[src/rtl/ahb_dffram_bridge_if.sv]
// AHB-Lite bus bundle between a master (or interconnect) and the DFFRAM bridge.
// Address/control are sampled on accepted transfers; HREADYOUT stretches the data phase.
interface ahb_dffram_bridge_if;
  logic        HSEL;
  logic [31:0] HADDR;
  logic [1:0]  HTRANS;
  logic        HWRITE;
  logic [2:0]  HSIZE;
  logic [31:0] HWDATA;
  logic        HREADY;
  logic        HREADYOUT;
  logic [31:0] HRDATA;
  logic        HRESP;

  modport slave (
    input  HSEL, HADDR, HTRANS, HWRITE, HSIZE, HWDATA, HREADY,
    output HREADYOUT, HRDATA, HRESP
  );

  modport master (
    output HSEL, HADDR, HTRANS, HWRITE, HSIZE, HWDATA, HREADY,
    input  HREADYOUT, HRDATA, HRESP
  );
endinterface

[src/rtl/ahb_dffram_bridge.sv]
// AHB-Lite slave driving a DFFRAM port: reads return next cycle with zero wait states,
// writes never wait; a read issued during a write data phase takes one HREADYOUT=0 cycle.
module ahb_dffram_bridge #(
  parameter  int COLS = 1,
  localparam int AW   = 8 + $clog2(COLS)
) (
  input  logic                CLK,
  input  logic                RST,
  ahb_dffram_bridge_if.slave  ahb,
  output logic                EN,
  output logic [3:0]          WE,
  output logic [AW-1:0]       A,
  output logic [31:0]         Di,
  input  logic [31:0]         Do
);

  typedef enum logic [1:0] {IDLE, RD, WR, RSTALL} state_t;

  state_t        state_q, state_d;
  logic [AW-1:0] addr_q, addr_d;
  logic [3:0]    mask_q, mask_d;

  logic          acc;
  logic [AW-1:0] word_addr;
  logic [3:0]    lane;
  logic          unused_bits;

  // Gate with RST so nothing reaches the RAM while reset is held.
  assign acc       = ahb.HSEL & ahb.HTRANS[1] & ahb.HREADY & ~RST;
  assign word_addr = ahb.HADDR[AW+1:2];
  assign unused_bits = ^{ahb.HADDR[31:AW+2], ahb.HTRANS[0]};

  always_comb begin
    case (ahb.HSIZE)
      3'd0:    lane = 4'b0001 << ahb.HADDR[1:0];
      3'd1:    lane = ahb.HADDR[1] ? 4'b1100 : 4'b0011;
      default: lane = 4'b1111;
    endcase
  end

  always_ff @(posedge CLK or posedge RST) begin
    if (RST) begin
      state_q <= IDLE;
      addr_q  <= '0;
      mask_q  <= '0;
    end else begin
      state_q <= state_d;
      addr_q  <= addr_d;
      mask_q  <= mask_d;
    end
  end

  always_comb begin
    state_d       = state_q;
    addr_d        = addr_q;
    mask_d        = mask_q;
    EN            = 1'b0;
    WE            = 4'b0000;
    A             = word_addr;
    Di            = ahb.HWDATA;
    ahb.HREADYOUT = 1'b1;

    case (state_q)
      IDLE, RD: begin
        if (acc && !ahb.HWRITE) begin
          EN      = 1'b1;
          state_d = RD;
        end else if (acc) begin
          addr_d  = word_addr;
          mask_d  = lane;
          state_d = WR;
        end else begin
          state_d = IDLE;
        end
      end
      WR: begin
        EN = 1'b1;
        WE = mask_q;
        A  = addr_q;
        if (acc && ahb.HWRITE) begin
          addr_d  = word_addr;
          mask_d  = lane;
          state_d = WR;
        end else if (acc) begin
          // RAM port is busy with the write; replay the read next cycle.
          addr_d  = word_addr;
          state_d = RSTALL;
        end else begin
          state_d = IDLE;
        end
      end
      RSTALL: begin
        ahb.HREADYOUT = 1'b0;
        EN            = 1'b1;
        A             = addr_q;
        state_d       = RD;
      end
      default: state_d = IDLE;
    endcase
  end

  assign ahb.HRDATA = Do;
  assign ahb.HRESP  = 1'b0;

endmodule

[src/flat_wrapper.sv]
// flat-port wrapper written by rule: the top's interface ports become plain ports
module ahb_dffram_bridge_flat 
#(
  parameter  int COLS = 1,
  localparam int AW   = 8 + $clog2(COLS)
)
  (CLK, RST, EN, WE, A, Di, Do, ahb_HSEL, ahb_HADDR, ahb_HTRANS, ahb_HWRITE, ahb_HSIZE, ahb_HWDATA, ahb_HREADY, ahb_HREADYOUT, ahb_HRDATA, ahb_HRESP);
  ahb_dffram_bridge_if ahb_i ();
  input  logic CLK;
  input  logic RST;
  output logic EN;
  output logic [3:0] WE;
  output logic [AW-1:0] A;
  output logic [31:0] Di;
  input  logic [31:0] Do;
  input wire logic [$bits(ahb_i.HSEL)-1:0] ahb_HSEL;
  input wire logic [$bits(ahb_i.HADDR)-1:0] ahb_HADDR;
  input wire logic [$bits(ahb_i.HTRANS)-1:0] ahb_HTRANS;
  input wire logic [$bits(ahb_i.HWRITE)-1:0] ahb_HWRITE;
  input wire logic [$bits(ahb_i.HSIZE)-1:0] ahb_HSIZE;
  input wire logic [$bits(ahb_i.HWDATA)-1:0] ahb_HWDATA;
  input wire logic [$bits(ahb_i.HREADY)-1:0] ahb_HREADY;
  output wire logic [$bits(ahb_i.HREADYOUT)-1:0] ahb_HREADYOUT;
  output wire logic [$bits(ahb_i.HRDATA)-1:0] ahb_HRDATA;
  output wire logic [$bits(ahb_i.HRESP)-1:0] ahb_HRESP;
  assign ahb_i.HSEL = ahb_HSEL;
  assign ahb_i.HADDR = ahb_HADDR;
  assign ahb_i.HTRANS = ahb_HTRANS;
  assign ahb_i.HWRITE = ahb_HWRITE;
  assign ahb_i.HSIZE = ahb_HSIZE;
  assign ahb_i.HWDATA = ahb_HWDATA;
  assign ahb_i.HREADY = ahb_HREADY;
  assign ahb_HREADYOUT = ahb_i.HREADYOUT;
  assign ahb_HRDATA = ahb_i.HRDATA;
  assign ahb_HRESP = ahb_i.HRESP;
  ahb_dffram_bridge #(.COLS(COLS)) u_core (.CLK(CLK), .RST(RST), .ahb(ahb_i), .EN(EN), .WE(WE), .A(A), .Di(Di), .Do(Do));
endmodule
[config.mk]
export PLATFORM = sky130hd
export DESIGN_NAME = ahb_dffram_bridge_flat
export DESIGN_NICKNAME = d
export VERILOG_FILES = /design/src/rtl/ahb_dffram_bridge_if.sv /design/src/rtl/ahb_dffram_bridge.sv /design/src/flat_wrapper.sv
export SDC_FILE = /design/constraint.sdc
export NUM_CORES = 1
export LEC_CHECK = 0
export ABC_AREA = 1
export CORE_MARGIN = 2
export CORE_UTILIZATION = 25
export CTS_CLUSTER_DIAMETER = 100
export CTS_CLUSTER_SIZE = 28
export DETAILED_ROUTE_END_ITERATION = 7
export PLACE_DENSITY = 0.86
export SLEW_MARGIN = 25
export SYNTH_ARGS = -nofsm -noshare
export SYNTH_HDL_FRONTEND = slang
export SYNTH_SLANG_ARGS = --single-unit
export TNS_END_PERCENT = 30
[constraint.sdc]
create_clock -name CLK -period 1.4 [get_ports CLK]
set_input_delay 0.21 -clock CLK [delete_from_list [all_inputs] [get_ports CLK]]
set_output_delay 0.21 -clock CLK [all_outputs]
set_load 0.03 [all_outputs]
# [After elaboration in Yosys (flattened, before gate mapping)]
# Index checks and enable logic that the tools add are counted.
[totals] in_bits=106 register_bits=14
[op_classes] shifts=1 reduce_logical=10 n_bitwise=4 eq_ne=7 n_mux=20
[op_table] cell="8-bit 2-to-1 mux" n=4
[op_table] cell="4-bit 2-to-1 mux" n=5
[op_table] cell="4-bit one-hot mux with 2 select lines" n=2
[op_table] cell="8-bit one-hot mux with 2 select lines" n=1
[op_table] cell="2-bit 2-to-1 mux" n=4
[op_table] cell="2-bit one-hot mux with 3 select lines" n=1
[op_table] cell="2-bit == test, second input constant" n=2
[op_table] cell="2-bit by 1-bit != test with 1-bit output, second input constant" n=2
[op_table] cell="4-bit AND reduction" n=1
[op_table] cell="2-bit OR reduction" n=2
[op_table] cell="1-bit by 2-bit left shift with 4-bit output, first input constant" n=1
[op_table] cell="1-bit AND" n=3
[op_table] cell="3-bit by 1-bit == test with 1-bit output, second input constant" n=1
[op_table] cell="3-bit logical NOT" n=1
[op_table] cell="2-bit by 1-bit == test with 1-bit output, second input constant" n=1
[op_table] cell="1-bit logical AND" n=2
[op_table] cell="2-bit logical NOT" n=1
[op_table] cell="1-bit 2-to-1 mux" n=2
[op_table] cell="2-bit != test, second input constant" n=1
[op_table] cell="1-bit one-hot mux with 2 select lines" n=1
[op_table] cell="2-bit AND reduction" n=1
[op_table] cell="2-bit nonzero test" n=1
[op_table] cell="1-bit logical NOT" n=1
[op_table] cell="1-bit NOT" n=1

# [Depth between registers and ports, before layout]
# Gate-level depths: netlist of the first run.
[logic_depth] word_depth=6 ltp_mapped=7 mapped_depth_nobuf=6

# [Worst setup path before layout of the first run]
# OpenSTA, ideal clock, no wires.
[synth_path] path_type="register to output" from="reg u_core.state_q[1]" to="out A[6]" path_stages_with_launch=4 t_required_ps=1190 t_arrival_ps=1359 path_buffers=2 setup_slack_ps=-169 cell_sequence="dfrtp_1 -> buf_6 -> buf_2 -> o21ai_0"
[synth_via] elab_chain_cells=3 elab_cells_between_ends=4 classes_between="eq/ne (2); mux (1); reduce/logical (1)"
[synth_rtl] item="start: declaration" line_no="ahb_dffram_bridge.sv:19" text="state_t state_q, state_d;"
[synth_rtl] item="start signal: assignment" line_no="ahb_dffram_bridge.sv:47" text="state_q <= state_d;"
[synth_rtl] item="2-bit == test" line_no="ahb_dffram_bridge.sv:63" text="case (state_q)"
[synth_rtl] item="2-bit OR reduction (no source line) (*)"
[synth_rtl] item="8-bit 2-to-1 mux (*)" line_no="ahb_dffram_bridge.sv:63"
[synth_rtl] item="end: declaration" line_no="flat_wrapper.sv:13" text="output logic [AW-1:0] A;"
# Mark *: on every way between the ends. The rest lies on a longest branch, timed or not.

# [Final worst setup path of the first run]
[layout_path] from="in ahb_HSEL" to="out EN"
[layout_via] elab_chain_cells=6
[layout_rtl] item="start: declaration" line_no="flat_wrapper.sv:16" text="input wire logic [$bits(ahb_i.HSEL)-1:0] ahb_HSEL;"
[layout_rtl] item="1-bit AND (3 in series)" line_no="ahb_dffram_bridge.sv:29" text="assign acc = ahb.HSEL & ahb.HTRANS[1] & ahb.HREADY & ~RST;"
[layout_rtl] item="1-bit logical AND" line_no="ahb_dffram_bridge.sv:65" text="if (acc && !ahb.HWRITE) begin"
[layout_rtl] item="1-bit 2-to-1 mux" line_no="ahb_dffram_bridge.sv:65"
[layout_rtl] item="1-bit one-hot mux with 2 select lines" line_no="ahb_dffram_bridge.sv:63"
[layout_rtl] item="end: declaration" line_no="flat_wrapper.sv:11" text="output logic EN;"
# Every way passes these cells.

==> results.yml, run 1 <==
power_and_ir_drop:
  p_per_area_mw_per_mm2: 837
  max-vdd-ir-drop_v: 0.000336
  leakage_nw: 0.675
  total_power_w: 0.00115
detailed_routing:
  dr.first_iter.drc_count: 23
  ant_nets: 0
  dr.pass1.iters: 4
  routed_wl_mm: 2.25
  vias: 909
  vias_per_cell: 4.00
  drc_errors: 0
  wl_per_cell_um: 9.91
sta:
  hold_viol_final: 0
  timing.fmax_mhz: 741
  rsz0062_at_grt: "true"
  final_max_slew_viol_count: 0
  setup_ws_ps: 49.7
  setup_viol: 0
  fin_hold_ws_ps: 420
  skew_ps: 0.658
  fin_setup_tns_ps: 0
  period_share_pct: 96.4
  period_needed_ps: 1350
setup_path:
  cp-start-kind: "input port"
  cp_max_fo: 2
  cp-end-kind: "output pin"
  worstSetupPathType: "input port to output pin"
  cp.required_ps: 1190
  crit_arrival_ps: 1140
final_layout:
  fin_nets: 265
  fin_cells: 227
  fillers: 590
  seqCellArea_um2: 352
  drive_gt1_share_pct: 31.8
  layout_commonest_cell: "nand2_1"
  multi_input_area_um2: 420
  final_cell_mix: "nand2_1, inv_1, buf_4"
  antenna_cells: 0
  area_growth_pct: 2.71
die:
  rows: 26
  die_area_mm2: 0.00596
  die_h_um: 77.2
  num_io_pins: 185
  start_util_pct: 26.0
  fp.dieW_um: 77.2
  coreArea_mm2: 0.00514
yosys:
  netlist_instances: 180
  yosysSeqAreaShare_pct: 26.2
  ys_types: 16
  ys_ff_latch: 14
  postSynthAreaPerCell_um2: 7.44
  synth_area_mm2: 0.00134
  ys_warn_count: 0
  synth_nets: 286
clocking:
  clk_latency_ps: 240
  numCtsBuffers: 3
  cts_root_buf: "clkbuf_8"
  cts_tree: "yes"
  cts.sinks: 14
  clock_path_buffers: 2
  htree_levels: 1
hold_path:
  hold_class: "input port to output pin"
place:
  dp_slack_ps: -93.5
  routabilityCongestion: 0.698
  io_buffers: 32
  placedCellCount: 221
  dp_hpwl_mm: 1.77
grt:
  grt_pass1_wl_mm: 3.62
  grt.total_usage_pct: 7.55
  grt-ovfl-total: 0
  grt_antenna_before_repair: 0
  grt_pass1_vias: 868
  grt_max_degree: 18
run:
  maxCapViolations: 0
outcome:
  outcome: "finished clean"
-- layer usage --
layer / vias up / part of all wire, % / track usage (%)
met3: 16 / 9.2 / 3.18
met5: - / 0 / 0
met4: 0 / 3.6 / 5.18
met2: 46 / 49 / 12.1
li1: 438 / - / -
met1: 409 / 38 / 8.04
-- area by class of cell --
class / count / area share [%]
Timing Repair Buffer: 42 / 28.8
Clock buffer: 3 / 3.00
Multi-Input combinational cell: 77 / 30.6
Sequential cell: 14 / 25.6
Inverter: 21 / 5.73
Tap cell: 70 / 6.37
-- worst paths after layout --
check | start | to | slack [ps] | cells past startpoint
worst min-delay path | ahb_HWDATA[11] | Di[11] | 420 | 0
worst max register to register | u_core.state_q[1] | u_core.addr_q[6] | 170 | 5
min in group asynchronous | RST | u_core.mask_q[1] | 500 | 4
worst max-delay path | ahb_HSEL | EN | 50 | 6
worst min register to register | u_core.addr_q[1] | u_core.addr_q[1] | 480 | 2
max in group asynchronous | RST | u_core.state_q[1] | 720 | 4
-- flip-flops by register name, indices dropped and copies added, names as in the netlist --
register	count
u_core.addr_q	8
u_core.mask_q	4
u_core.state_q	2
-- per-stage QoR --
stage,utilization [%],cell area (µm²)
2_1_floorplan,-,1340
3_3_place_gp,24.8,1270
3_5_place_dp,24.8,1270
4_1_cts,26.2,1350
5_1_grt,26.8,1380
6_report,26.8,1380
-- power by group --
group / internal, W / switching (W) / total (W)
registers: 0.000482 / 0.0000408 / 0.000523
logic: 0.000149 / 0.000161 / 0.000310
clock network: 0.000190 / 0.000129 / 0.000319
-- cells in the mapped netlist --
cell	instances	area share, %
buf_4	65	36
nand2_1	34	9.5
inv_1	21	5.9
dfrtp_1	14	26
nand3_1	11	4.1
nor2_1	9	2.5
o21ai_2	9	5.9
o21ai_0	8	3.0
buf_6	2	1.7
buf_2	1	0.37
conb_1	1	0.28
nand2_2	1	0.47
nand2_4	1	0.84
nand3_2	1	0.75
nor2_4	1	0.84
nor3_4	1	1.2
-- cells by family after synthesis --
family | after synthesis | synth area share, %
AO/OA/AOI/OAI | 17 | 8.88
AND/OR/NAND/NOR | 59 | 20.3
buffers and inverters | 89 | 44.4
other | 1 | 0.280
flip-flops | 14 | 26.2
-- timing repair --
action	CTS	global route
buffers inserted	3	0
setup endpoints to repair	13	9
hold buffers	0	0
pin swaps	2	2
resized for setup	9	11
-- worst max-delay path, cell delays in order --
cell	delay [ps]
clkdlybuf4s50_1	470
nand3_2	100
nor2_4	110
nand2_2	60
nand2_2	70
buf_12	120
Power figures use the tool's default switching activity.
==> run 2, diff against run 1 <==
GPL_TIMING_DRIVEN = 0   (was default)
==> results.yml, run 2 (same netlist as run 1, synthesis figures left out) <==
final_layout:
  fin_nets: 393
  reg_top3: "u_core.addr_q (8), u_core.mask_q (4), u_core.state_q (2)"
  area_growth_pct: 91.9
  fin_cells: 356
  antenna_cells: 0
  layout_commonest_cell: "clkdlybuf4s50_1"
  largest_reg_flops: 8
  final_cell_mix: "clkdlybuf4s50_1, buf_4, nand2_1"
  largest-register: "u_core.addr_q"
  stdcell_area_mm2: 0.00257
  drive_gt1_share_pct: 42.7
  fin_util_pct: 50.0
detailed_routing:
  vias_per_cell: 3.85
  dr.pass1.iters: 4
  wl_per_cell_um: 10.5
  ant_nets: 0
  vias: 1370
  drc_errors: 0
  dr.first_iter.drc_count: 19
  routed_wl_mm: 3.75
grt:
  grt_antenna_before_repair: 0
  grt_pass1_vias: 1300
  grt-ovfl-total: 0
  grt.total_usage_pct: 11.2
  grt_max_degree: 15
  grt_pass1_wl_mm: 5.63
power_and_ir_drop:
  max-vdd-ir-drop_v: 0.000464
  leakage_nw: 1.28
  p_switching_w: 0.000605
  clkPwrFrac_pct: 22.0
  seqPwrFrac_pct: 30.2
  total_power_w: 0.00175
  p_per_area_mw_per_mm2: 683
  combPwrFrac_pct: 47.8
  swShare_pct: 34.4
  intPower_w: 0.00115
die:
  die_h_um: 77.2
  fp.dieW_um: 77.2
  num_io_pins: 185
  die_area_mm2: 0.00596
  start_util_pct: 26.0
  coreArea_mm2: 0.00514
  rows: 26
sta:
  setup_viol: 3
  timing.fmax_mhz: 709
  hold_viol_final: 0
  skew_ps: 1.28
  period_needed_ps: 1410
  fin_hold_ws_ps: 480
  setup_ws_ps: -10.3
  max_slew_margin_pct: 64.8
  final_max_slew_viol_count: 0
  worst_slew_pin_slew_ps: 528
  rsz0062_at_grt: "true"
  period_share_pct: 101
place:
  dp_hpwl_mm: 3.06
  placedCellCount: 346
  place_area_mm2: 0.00239
  routabilityCongestion: 0.703
  io_buffers: 96
clocking:
  cts_root_buf: "clkbuf_8"
  htree_levels: 1
  clock_path_buffers: 2
  clk_latency_ps: 240
  cts.sinks: 14
  cts.reportedPaths.clkPinSlew_ps: 60
  numCtsBuffers: 3
  cts_tree: "yes"
  holdBufCountCts: 0
setup_path:
  worstSetupPathType: "register to output pin"
  crit_arrival_ps: 1200
  cp-end-kind: "output pin"
  cp-start-kind: "register"
  cp_max_fo: 5
  cp.required_ps: 1190
outcome:
  violations: "setup timing"
  outcome: "finished, violations left"
hold_path:
  hold_class: "input port to async pin"
run:
  maxCapViolations: 0
[run 2: cell types whose count changed in the layout (fill, tap and decap cells not counted), moves of 4 or more]
cell / previous run / this run
nand2_2: 3 / 9
buf_6: 3 / 11
clkdlybuf4s50_1: 17 / 79
clkbuf_4: 0 / 4
buf_4: 19 / 70
nand2_1: 32 / 25
[run 2: stage by stage]
stage               setup WS, ps  setup TNS (ps)
finish                     -10.3           -26.2
global route               -70.3            -611
CTS                        -49.1            -177
detailed placement          -625           -4890
global placement            -605           -4570
floorplan                  -4.57           -32.0
[run 2: critical path, stage by stage (launching register included)]
cell	delay, ps
dfrtp_1	400
buf_6	150
clkbuf_16	160
o21ai_4	120
buf_6	140
[run 2: cell type report]
class	count	area, µm²
Buffer	68	526
Clock buffer	4	55.1
Fill cell	500	2570
Inverter	21	78.8
Multi-Input combinational cell	77	455
Sequential cell	14	350
Tap cell	70	87.6
Timing Repair Buffer	102	1020
[run 2: worst paths after layout]
path	slack, ps	cells after the start	endpoint	startpoint
max	-10	4	A[6]	u_core.state_q[1]
min	480	2	u_core.mask_q[1]	RST
max in group asynchronous	570	2	u_core.addr_q[4]	RST
min reg2reg	480	2	u_core.mask_q[1]	u_core.mask_q[1]
min in group CLK	480	2	u_core.mask_q[1]	u_core.mask_q[1]
max reg2reg	50	7	u_core.addr_q[5]	u_core.state_q[1]
[run 2: per-layer routing]
metal | wire [µm] | vias up | share of wire (%) | GRT usage (%)
met4 | 0 | 0 | 0 | 2.14
met1 | 1330 | 592 | 35 | 12.0
li1 | - | 698 | - | -
met3 | 363 | 0 | 9.7 | 2.94
met5 | 0 | - | 0 | 0
met2 | 2060 | 80 | 55 | 22.0
[run 2: repair_timing]
action                     in CTS  in global routing
resized for setup             101                 31
pin swaps                       4                  5
buffers inserted                2                  2
cloned                          0                  2
setup endpoints to repair      14                 13
[run 2: power groups by stage]
| stage | clock network, W | logic (W) | registers [W] |
|---|---|---|---|
| after global placement | 0 | 0.000808 | 0.000524 |
| after detailed placement | 0 | 0.000822 | 0.000526 |
| after CTS | 0.000399 | 0.000821 | 0.000519 |
| final | 0.000387 | 0.000838 | 0.000530 |
| after global routing | 0.000424 | 0.000892 | 0.000540 |
| after floorplan | 0 | 0.000530 | 0.000519 |
